--- src/rtl/top_pkg.sv ---
// rtl/top_pkg.sv - shared decode enumerations and opcode constants for the RV32I core
package top_pkg;

    // Decoded operations. CU_ILLEGAL is 0 and the rest keep a fixed order,
    // because this value leaves the core on cuOP.
    typedef enum logic [5:0] {
        CU_ILLEGAL = 6'd0,
        CU_ADD, CU_SUB, CU_AND, CU_OR, CU_XOR, CU_SLL, CU_SRL, CU_SRA, CU_SLT, CU_SLTU,
        CU_ADDI, CU_ANDI, CU_ORI, CU_XORI, CU_SLTI, CU_SLTIU, CU_SLLI, CU_SRLI, CU_SRAI,
        CU_LW, CU_SW, CU_LUI,
        CU_BEQ, CU_BNE, CU_BLT, CU_BGE, CU_BLTU, CU_BGEU,
        CU_JAL, CU_JALR
    } cu_op_t;

    typedef enum logic [3:0] {
        ALU_ADD, ALU_SUB, ALU_AND, ALU_OR, ALU_XOR,
        ALU_SLL, ALU_SRL, ALU_SRA, ALU_SLT, ALU_SLTU, ALU_PASSB
    } alu_op_t;

    localparam logic [6:0] OPC_OP     = 7'b0110011;
    localparam logic [6:0] OPC_OPIMM  = 7'b0010011;
    localparam logic [6:0] OPC_LOAD   = 7'b0000011;
    localparam logic [6:0] OPC_STORE  = 7'b0100011;
    localparam logic [6:0] OPC_LUI    = 7'b0110111;
    localparam logic [6:0] OPC_BRANCH = 7'b1100011;
    localparam logic [6:0] OPC_JAL    = 7'b1101111;
    localparam logic [6:0] OPC_JALR   = 7'b1100111;

    // Branch compares reuse SUB (equality through zero) and SLT/SLTU
    // (ordering through bit 0 of the result).
    function automatic alu_op_t alu_op_of(input cu_op_t cu);
        case (cu)
            CU_SUB, CU_BEQ, CU_BNE:              alu_op_of = ALU_SUB;
            CU_AND, CU_ANDI:                     alu_op_of = ALU_AND;
            CU_OR,  CU_ORI:                      alu_op_of = ALU_OR;
            CU_XOR, CU_XORI:                     alu_op_of = ALU_XOR;
            CU_SLL, CU_SLLI:                     alu_op_of = ALU_SLL;
            CU_SRL, CU_SRLI:                     alu_op_of = ALU_SRL;
            CU_SRA, CU_SRAI:                     alu_op_of = ALU_SRA;
            CU_SLT, CU_SLTI, CU_BLT, CU_BGE:     alu_op_of = ALU_SLT;
            CU_SLTU, CU_SLTIU, CU_BLTU, CU_BGEU: alu_op_of = ALU_SLTU;
            CU_LUI:                              alu_op_of = ALU_PASSB;
            default:                             alu_op_of = ALU_ADD;
        endcase
    endfunction

endpackage

--- src/rtl/top_regfile.sv ---
// rtl/top_regfile.sv - 32x32 register file, two combinational read ports, one write port
//
// Ports:
//   clk, nrst             rising-edge clock, asynchronous active-low reset (clears all registers)
//   we, waddr, wdata      write port, written on the rising clock edge
//   raddr_a/b, rdata_a/b  combinational read ports; x0 always reads 0
module top_regfile (
    input  logic        clk,
    input  logic        nrst,
    input  logic        we,
    input  logic [4:0]  waddr,
    input  logic [31:0] wdata,
    input  logic [4:0]  raddr_a,
    input  logic [4:0]  raddr_b,
    output logic [31:0] rdata_a,
    output logic [31:0] rdata_b
);

    logic [31:0] regs [0:31];

    always_ff @(posedge clk or negedge nrst) begin
        if (!nrst) begin
            for (int i = 0; i < 32; i++) begin
                regs[i] <= 32'd0;
            end
        end else if (we && (waddr != 5'd0)) begin
            regs[waddr] <= wdata;
        end
    end

    assign rdata_a = (raddr_a == 5'd0) ? 32'd0 : regs[raddr_a];
    assign rdata_b = (raddr_b == 5'd0) ? 32'd0 : regs[raddr_b];

endmodule

--- src/rtl/top.sv ---
// rtl/top.sv - single-cycle RV32I core: decoder, immediate generator, ALU, pc, register file
//
// Ports:
//   clk, nrst     rising-edge clock, asynchronous active-low reset
//   instruction   instruction word executed this cycle
//   memload       data-memory read data for LW
//   pc            current program counter (registered)
//   aluIn         ALU operand A (rs1 data)
//   muxOut        ALU operand B (immediate or rs2 data)
//   immOut        sign-extended immediate (0 for R-type and illegal)
//   aluOut        ALU result; zero / negative flags derived from it
//   writeData     register write-back value
//   cuOP          decoded operation (cu_op_t)
// Build option: TOP_BRANCH_EN enables branches, JAL and JALR; without it they
// decode as CU_ILLEGAL.
module top
    import top_pkg::*;
(
    input  logic        clk,
    input  logic        nrst,
    input  logic [31:0] instruction,
    input  logic [31:0] memload,
    output logic [31:0] pc,
    output logic [31:0] aluIn,
    output logic [31:0] muxOut,
    output logic [31:0] immOut,
    output logic [31:0] aluOut,
    output logic [31:0] writeData,
    output logic        zero,
    output logic        negative,
    output logic [5:0]  cuOP
);

    logic [6:0] opcode;
    logic [2:0] funct3;
    logic [6:0] funct7;
    logic [4:0] rd, rs1, rs2;

    assign opcode = instruction[6:0];
    assign rd     = instruction[11:7];
    assign funct3 = instruction[14:12];
    assign rs1    = instruction[19:15];
    assign rs2    = instruction[24:20];
    assign funct7 = instruction[31:25];

    cu_op_t cu;

    always_comb begin
        cu = CU_ILLEGAL;
        case (opcode)
            OPC_OP: begin
                case ({funct7, funct3})
                    {7'h00, 3'b000}: cu = CU_ADD;
                    {7'h20, 3'b000}: cu = CU_SUB;
                    {7'h00, 3'b111}: cu = CU_AND;
                    {7'h00, 3'b110}: cu = CU_OR;
                    {7'h00, 3'b100}: cu = CU_XOR;
                    {7'h00, 3'b001}: cu = CU_SLL;
                    {7'h00, 3'b101}: cu = CU_SRL;
                    {7'h20, 3'b101}: cu = CU_SRA;
                    {7'h00, 3'b010}: cu = CU_SLT;
                    {7'h00, 3'b011}: cu = CU_SLTU;
                    default:         cu = CU_ILLEGAL;
                endcase
            end
            OPC_OPIMM: begin
                case (funct3)
                    3'b000: cu = CU_ADDI;
                    3'b111: cu = CU_ANDI;
                    3'b110: cu = CU_ORI;
                    3'b100: cu = CU_XORI;
                    3'b010: cu = CU_SLTI;
                    3'b011: cu = CU_SLTIU;
                    3'b001: cu = (funct7 == 7'h00) ? CU_SLLI : CU_ILLEGAL;
                    3'b101: begin
                        if (funct7 == 7'h00)      cu = CU_SRLI;
                        else if (funct7 == 7'h20) cu = CU_SRAI;
                        else                      cu = CU_ILLEGAL;
                    end
                    default: cu = CU_ILLEGAL;
                endcase
            end
            OPC_LOAD:  cu = (funct3 == 3'b010) ? CU_LW : CU_ILLEGAL;
            OPC_STORE: cu = (funct3 == 3'b010) ? CU_SW : CU_ILLEGAL;
            OPC_LUI:   cu = CU_LUI;
`ifdef TOP_BRANCH_EN
            OPC_BRANCH: begin
                case (funct3)
                    3'b000:  cu = CU_BEQ;
                    3'b001:  cu = CU_BNE;
                    3'b100:  cu = CU_BLT;
                    3'b101:  cu = CU_BGE;
                    3'b110:  cu = CU_BLTU;
                    3'b111:  cu = CU_BGEU;
                    default: cu = CU_ILLEGAL;
                endcase
            end
            OPC_JAL:  cu = CU_JAL;
            OPC_JALR: cu = (funct3 == 3'b000) ? CU_JALR : CU_ILLEGAL;
`endif
            default: cu = CU_ILLEGAL;
        endcase
    end

    assign cuOP = cu;

    // Immediate formats
    logic [31:0] imm_i, imm_s, imm_b, imm_u, imm_j;

    assign imm_i = {{20{instruction[31]}}, instruction[31:20]};
    assign imm_s = {{20{instruction[31]}}, instruction[31:25], instruction[11:7]};
    assign imm_b = {{19{instruction[31]}}, instruction[31], instruction[7],
                    instruction[30:25], instruction[11:8], 1'b0};
    assign imm_u = {instruction[31:12], 12'd0};
    assign imm_j = {{11{instruction[31]}}, instruction[31], instruction[19:12],
                    instruction[20], instruction[30:21], 1'b0};

    always_comb begin
        immOut = 32'd0;
        case (cu)
            CU_ADDI, CU_ANDI, CU_ORI, CU_XORI, CU_SLTI, CU_SLTIU,
            CU_SLLI, CU_SRLI, CU_SRAI, CU_LW, CU_JALR:       immOut = imm_i;
            CU_SW:                                           immOut = imm_s;
            CU_LUI:                                          immOut = imm_u;
            CU_BEQ, CU_BNE, CU_BLT, CU_BGE, CU_BLTU, CU_BGEU: immOut = imm_b;
            CU_JAL:                                          immOut = imm_j;
            default:                                         immOut = 32'd0;
        endcase
    end

    // Register file
    logic        reg_we;
    logic [31:0] rs2_data;

    top_regfile u_regfile (
        .clk     (clk),
        .nrst    (nrst),
        .we      (reg_we),
        .waddr   (rd),
        .wdata   (writeData),
        .raddr_a (rs1),
        .raddr_b (rs2),
        .rdata_a (aluIn),
        .rdata_b (rs2_data)
    );

    // Operand B: rs2 for register-register ops and compares, the immediate otherwise.
    logic use_rs2;

    always_comb begin
        use_rs2 = 1'b0;
        case (cu)
            CU_ADD, CU_SUB, CU_AND, CU_OR, CU_XOR, CU_SLL, CU_SRL, CU_SRA,
            CU_SLT, CU_SLTU, CU_BEQ, CU_BNE, CU_BLT, CU_BGE, CU_BLTU, CU_BGEU,
            CU_ILLEGAL: use_rs2 = 1'b1;
            default:    use_rs2 = 1'b0;
        endcase
    end

    assign muxOut = use_rs2 ? rs2_data : immOut;

    // ALU
    alu_op_t alu_op;
    assign alu_op = alu_op_of(cu);

    always_comb begin
        aluOut = 32'd0;
        case (alu_op)
            ALU_ADD:   aluOut = aluIn + muxOut;
            ALU_SUB:   aluOut = aluIn - muxOut;
            ALU_AND:   aluOut = aluIn & muxOut;
            ALU_OR:    aluOut = aluIn | muxOut;
            ALU_XOR:   aluOut = aluIn ^ muxOut;
            ALU_SLL:   aluOut = aluIn << muxOut[4:0];
            ALU_SRL:   aluOut = aluIn >> muxOut[4:0];
            ALU_SRA:   aluOut = $unsigned($signed(aluIn) >>> muxOut[4:0]);
            ALU_SLT:   aluOut = {31'd0, $signed(aluIn) < $signed(muxOut)};
            ALU_SLTU:  aluOut = {31'd0, aluIn < muxOut};
            ALU_PASSB: aluOut = muxOut;
            default:   aluOut = aluIn + muxOut;
        endcase
    end

    assign zero     = (aluOut == 32'd0);
    assign negative = aluOut[31];

    // Write-back
    logic [31:0] pc_plus4;
    assign pc_plus4 = pc + 32'd4;

    always_comb begin
        writeData = aluOut;
        case (cu)
            CU_LW:           writeData = memload;
            CU_JAL, CU_JALR: writeData = pc_plus4;
            CU_LUI:          writeData = immOut;
            default:         writeData = aluOut;
        endcase
    end

    always_comb begin
        reg_we = 1'b1;
        case (cu)
            CU_ILLEGAL, CU_SW, CU_BEQ, CU_BNE, CU_BLT, CU_BGE, CU_BLTU, CU_BGEU:
                     reg_we = 1'b0;
            default: reg_we = 1'b1;
        endcase
    end

    // Next pc. Branch outcomes read the compare result off the ALU.
    logic        taken;
    logic [31:0] pc_next;

    always_comb begin
        taken = 1'b0;
        case (cu)
            CU_BEQ:  taken = zero;
            CU_BNE:  taken = !zero;
            CU_BLT:  taken = aluOut[0];
            CU_BGE:  taken = !aluOut[0];
            CU_BLTU: taken = aluOut[0];
            CU_BGEU: taken = !aluOut[0];
            CU_JAL:  taken = 1'b1;
            default: taken = 1'b0;
        endcase
    end

    always_comb begin
        pc_next = pc_plus4;
        if (cu == CU_JALR) begin
            pc_next = {aluOut[31:1], 1'b0};
        end else if (taken) begin
            pc_next = pc + immOut;
        end
    end

    always_ff @(posedge clk or negedge nrst) begin
        if (!nrst) begin
            pc <= 32'd0;
        end else begin
            pc <= pc_next;
        end
    end

endmodule

--- config.mk ---
export PLATFORM = sky130hd
export DESIGN_NAME = top
export DESIGN_NICKNAME = d
export VERILOG_FILES = /design/src/rtl/top_pkg.sv /design/src/rtl/top_regfile.sv /design/src/rtl/top.sv
export SDC_FILE = /design/constraint.sdc
export NUM_CORES = 2
export LEC_CHECK = 0
export BUFFER_PORTS_ARGS = -buffer_cell sky130_fd_sc_hd__clkbuf_2
export CORE_ASPECT_RATIO = 1.75
export CORE_MARGIN = 5
export CORE_UTILIZATION = 40
export CTS_CLUSTER_SIZE = 25
export DETAILED_ROUTE_END_ITERATION = 7
export PLACE_DENSITY = 0.59
export SYNTH_ARGS = -nofsm -noshare
export SYNTH_HDL_FRONTEND = slang
export SYNTH_SLANG_ARGS = --single-unit
--- constraint.sdc ---
create_clock -name clk -period 9.9 [get_ports clk]
set_input_delay 0 -clock clk [delete_from_list [all_inputs] [get_ports clk]]
set_output_delay 0 -clock clk [all_outputs]
set_load 0.01 [all_outputs]
==> impl_metrics.ini <==
[timing]
worstMarginPinSlew_ps = 1564
slew_violations = 4
fmax_ghz = 0.1016
post-route-min-period_ps = 9845
skew_ps = 63.16
slew_headroom_pct = -4.908
setup_viol = 0
finalCritPeriodShare_pct = 99.45
hold_viol_final = 0
rsz0062_at_grt = false
setup_tns_ps = 0

[clocking]
clkTransAtPathRegs_ps = 70
clock-sinks = 1056
numCtsBuffers = 98
clock_latency_ps = 750
cts_tree = built
cts-root-buf = clkbuf_16
clk_path_buf_depth = 3
htreeDepth = 3

[global_routing]
use_met3_pct = 6.135
busiest_layer = met2
grt_pass1_vias = 56740
antenna_found_initial = 13
grt_pass1_wl_mm = 421.4
grt_use_met2_pct = 56.19
grt_overflow = 0
gr-usage-met1_pct = 37.13
grt_max_degree = 179
grtUsageTotal_pct = 33.22

[routing]
num_vias = 56620
initialDrtViolationCount = 5940
wl_per_cell_um = 33.67
drc = 0
avgViaCountPerCell = 6.432
ant_nets = 0
wirelength_mm = 296.4
drtPass1Iterations = 6

[setup_path]
cp-start-kind = primary input
path_max_fanout = 15
cp_common_cell = buf_4
required_ps = 9900
cp_slowest_stage_delay_ps = 600
crit_slowest_cell = a311oi_1
path_class = in2out
worstSetupEndpointType = output port
cp.arrival_ps = 9850

[cells_and_area]
drive_gt1_share_pct = 22.57
area_delta_synth_final_pct = 12.56
fin_cells = 8803
nFillCells = 15480
fin_nets = 6711
finish.utilization_pct = 45.14
final_cell_mix = a21oi_1, nor2_1, dfrtp_1
mostFrequentLayoutCell = a21oi_1
stdcell_area_um2 = 74810

[logic_synthesis]
syn_nets = 6687
synth.avg_cell_area_um2 = 10.25
ys_types = 109
ys_seq_area_share_pct = 39.76
synthArstFlopShare_pct = 100.0
synth_edf_count = 0
syn-cell-area_um2 = 66460
ys_ff_latch = 1056
postSynthCellCount = 6483
synthFlopType = dfrtp_1
ys_warn_count = 0

[placed_design]
dp.cells = 8573
gp_congestion = 1.043
dpl_cell_area_um2 = 70800
hpwlAfterDp_mm = 203.4
port_buffers = 264

[floorplanning]
rows = 198
die_w_um = 318.1
coreArea_um2 = 165700
die_h_um = 549.2
io_pins = 266
die-area_um2 = 174700
initial_core_util_pct = 40.10

[power_and_ir_drop]
vdd_drop_max_v = 0.0001363
p_total_mw = 12.39
p_per_area_nw_per_um2 = 165.6
leakage_nw = 32.73

[outcome]
status = complete, but fails checks
violations = max-capacitance violations, max-slew violations

[run]
maxCapViolations = 2

[min_path]
hold_class = in2reg
Yosys cell counts, types with 16 or more instances:
cell type | instances | area share (%)
a31oi_1 | 32 | 0.30
a22o_1 | 16 | 0.21
o211a_1 | 35 | 0.53
xor2_1 | 46 | 0.61
o211ai_1 | 24 | 0.27
nor2_1 | 1165 | 6.6
mux4_2 | 635 | 22
o221ai_1 | 18 | 0.24
a2111oi_0 | 22 | 0.29
a21oi_1 | 1186 | 8.9
buf_1 | 37 | 0.21
and2_1 | 21 | 0.20
buf_2 | 70 | 0.53
and3_1 | 19 | 0.18
a21oi_2 | 23 | 0.30
nand4_1 | 16 | 0.15
ha_1 | 135 | 2.5
o21bai_1 | 24 | 0.27
buf_4 | 26 | 0.29
nor2b_1 | 44 | 0.41
nor3_1 | 49 | 0.37
buf_6 | 30 | 0.51
a221oi_1 | 39 | 0.51
a21o_1 | 46 | 0.52
clkbuf_1 | 476 | 2.7
o22ai_1 | 38 | 0.36
dfrtp_1 | 1056 | 40
mux2i_1 | 66 | 0.99
a211oi_1 | 77 | 0.87
o21ai_0 | 133 | 1.0
nand2_1 | 279 | 1.6
nand3_1 | 71 | 0.53
xnor2_1 | 48 | 0.63
inv_1 | 149 | 0.84
a22oi_1 | 66 | 0.75
layer usage:
layer	share of wire, %	vias up
li1	-	23930
met1	34	28710
met2	49	2937
met3	7.1	1034
met4	9.9	6
met5	0.011	-
worst max-delay path: cells and delay by family:
kind | cells | cell delay (ps)
AO/OA/AOI/OAI | 12 | 3710
multiplexers | 2 | 380
buffers and inverters | 9 | 1850
adder cells (fa/ha/maj) | 2 | 870
AND/OR/NAND/NOR | 10 | 2790
XOR/XNOR | 1 | 180
sequential cells by signal (all words and copies together) (netlist names):
name            cells
pc                 32
u_regfile.regs   1024
stage by stage:
step / hold slack (ps) / worst slack [ps]
after global routing: 80.60 / 0.9184
after CTS: 0.2960 / 358.4
after global placement: 136.5 / 397.7
final: 57.89 / 54.61
after floorplan: -295.6 / 1471
after detailed placement: 131.5 / 239.2
power by group:
part	internal (mW)	switching (mW)	total, mW
combinational	1.19	2.11	3.30
sequential	4.62	0.230	4.85
clock	2.41	1.83	4.23
total	8.22	4.17	12.4
worst paths after layout:
path | from | to | slack, ps | cells after the start
min reg2reg | u_regfile.regs[1014]$_DFFE_PN0P_ | u_regfile.regs[1014]$_DFFE_PN0P_ | 390 | 0
max | instruction[14] | zero | 50 | 36
min | memload[10] | u_regfile.regs[74]$_DFFE_PN0P_ | 60 | 5
max in group asynchronous | nrst | u_regfile.regs[215]$_DFFE_PN0P_ | 7170 | 5
max reg2reg | u_regfile.regs[746]$_DFFE_PN0P_ | pc[6]$_DFF_PN0_ | 1600 | 26
min in group asynchronous | nrst | u_regfile.regs[305]$_DFFE_PN0P_ | 360 | 3
kinds of logic (layout without fill, tap and decap cells):
group / after synthesis / count (layout) / synth area share, %
XOR/XNOR: 94 / 94 / 1.239
flip-flops: 1056 / 1056 / 39.76
AND/OR/NAND/NOR: 1754 / 1754 / 11.07
multiplexers: 706 / 706 / 22.61
other: 1 / 12 / 0.005642
buffers and inverters: 795 / 904 / 5.164
AO/OA/AOI/OAI: 1939 / 1939 / 17.52
adder cells (fa/ha/maj): 138 / 138 / 2.632
timing repair:
action,4_1_cts,5_1_grt
endpoints found under the setup margin,0,1
hold buffers,34,0
hold endpoints to repair,954,0
resized for setup,0,5
setup buffers,0,0
cell type report:
type | instances | area [um^2] | area share [%]
Multi-Input combinational cell | 4632 | 37460 | 50.08
Sequential cell | 1056 | 26430 | 35.32
Timing Repair Buffer | 565 | 3951 | 5.282
Clock buffer | 133 | 2804 | 3.748
Tap cell | 2200 | 2753 | 3.680
Clock inverter | 52 | 788.3 | 1.054
Inverter | 154 | 593.1 | 0.7928
Antenna cell | 11 | 27.53 | 0.03680
Power figures use the tool's default switching activity.
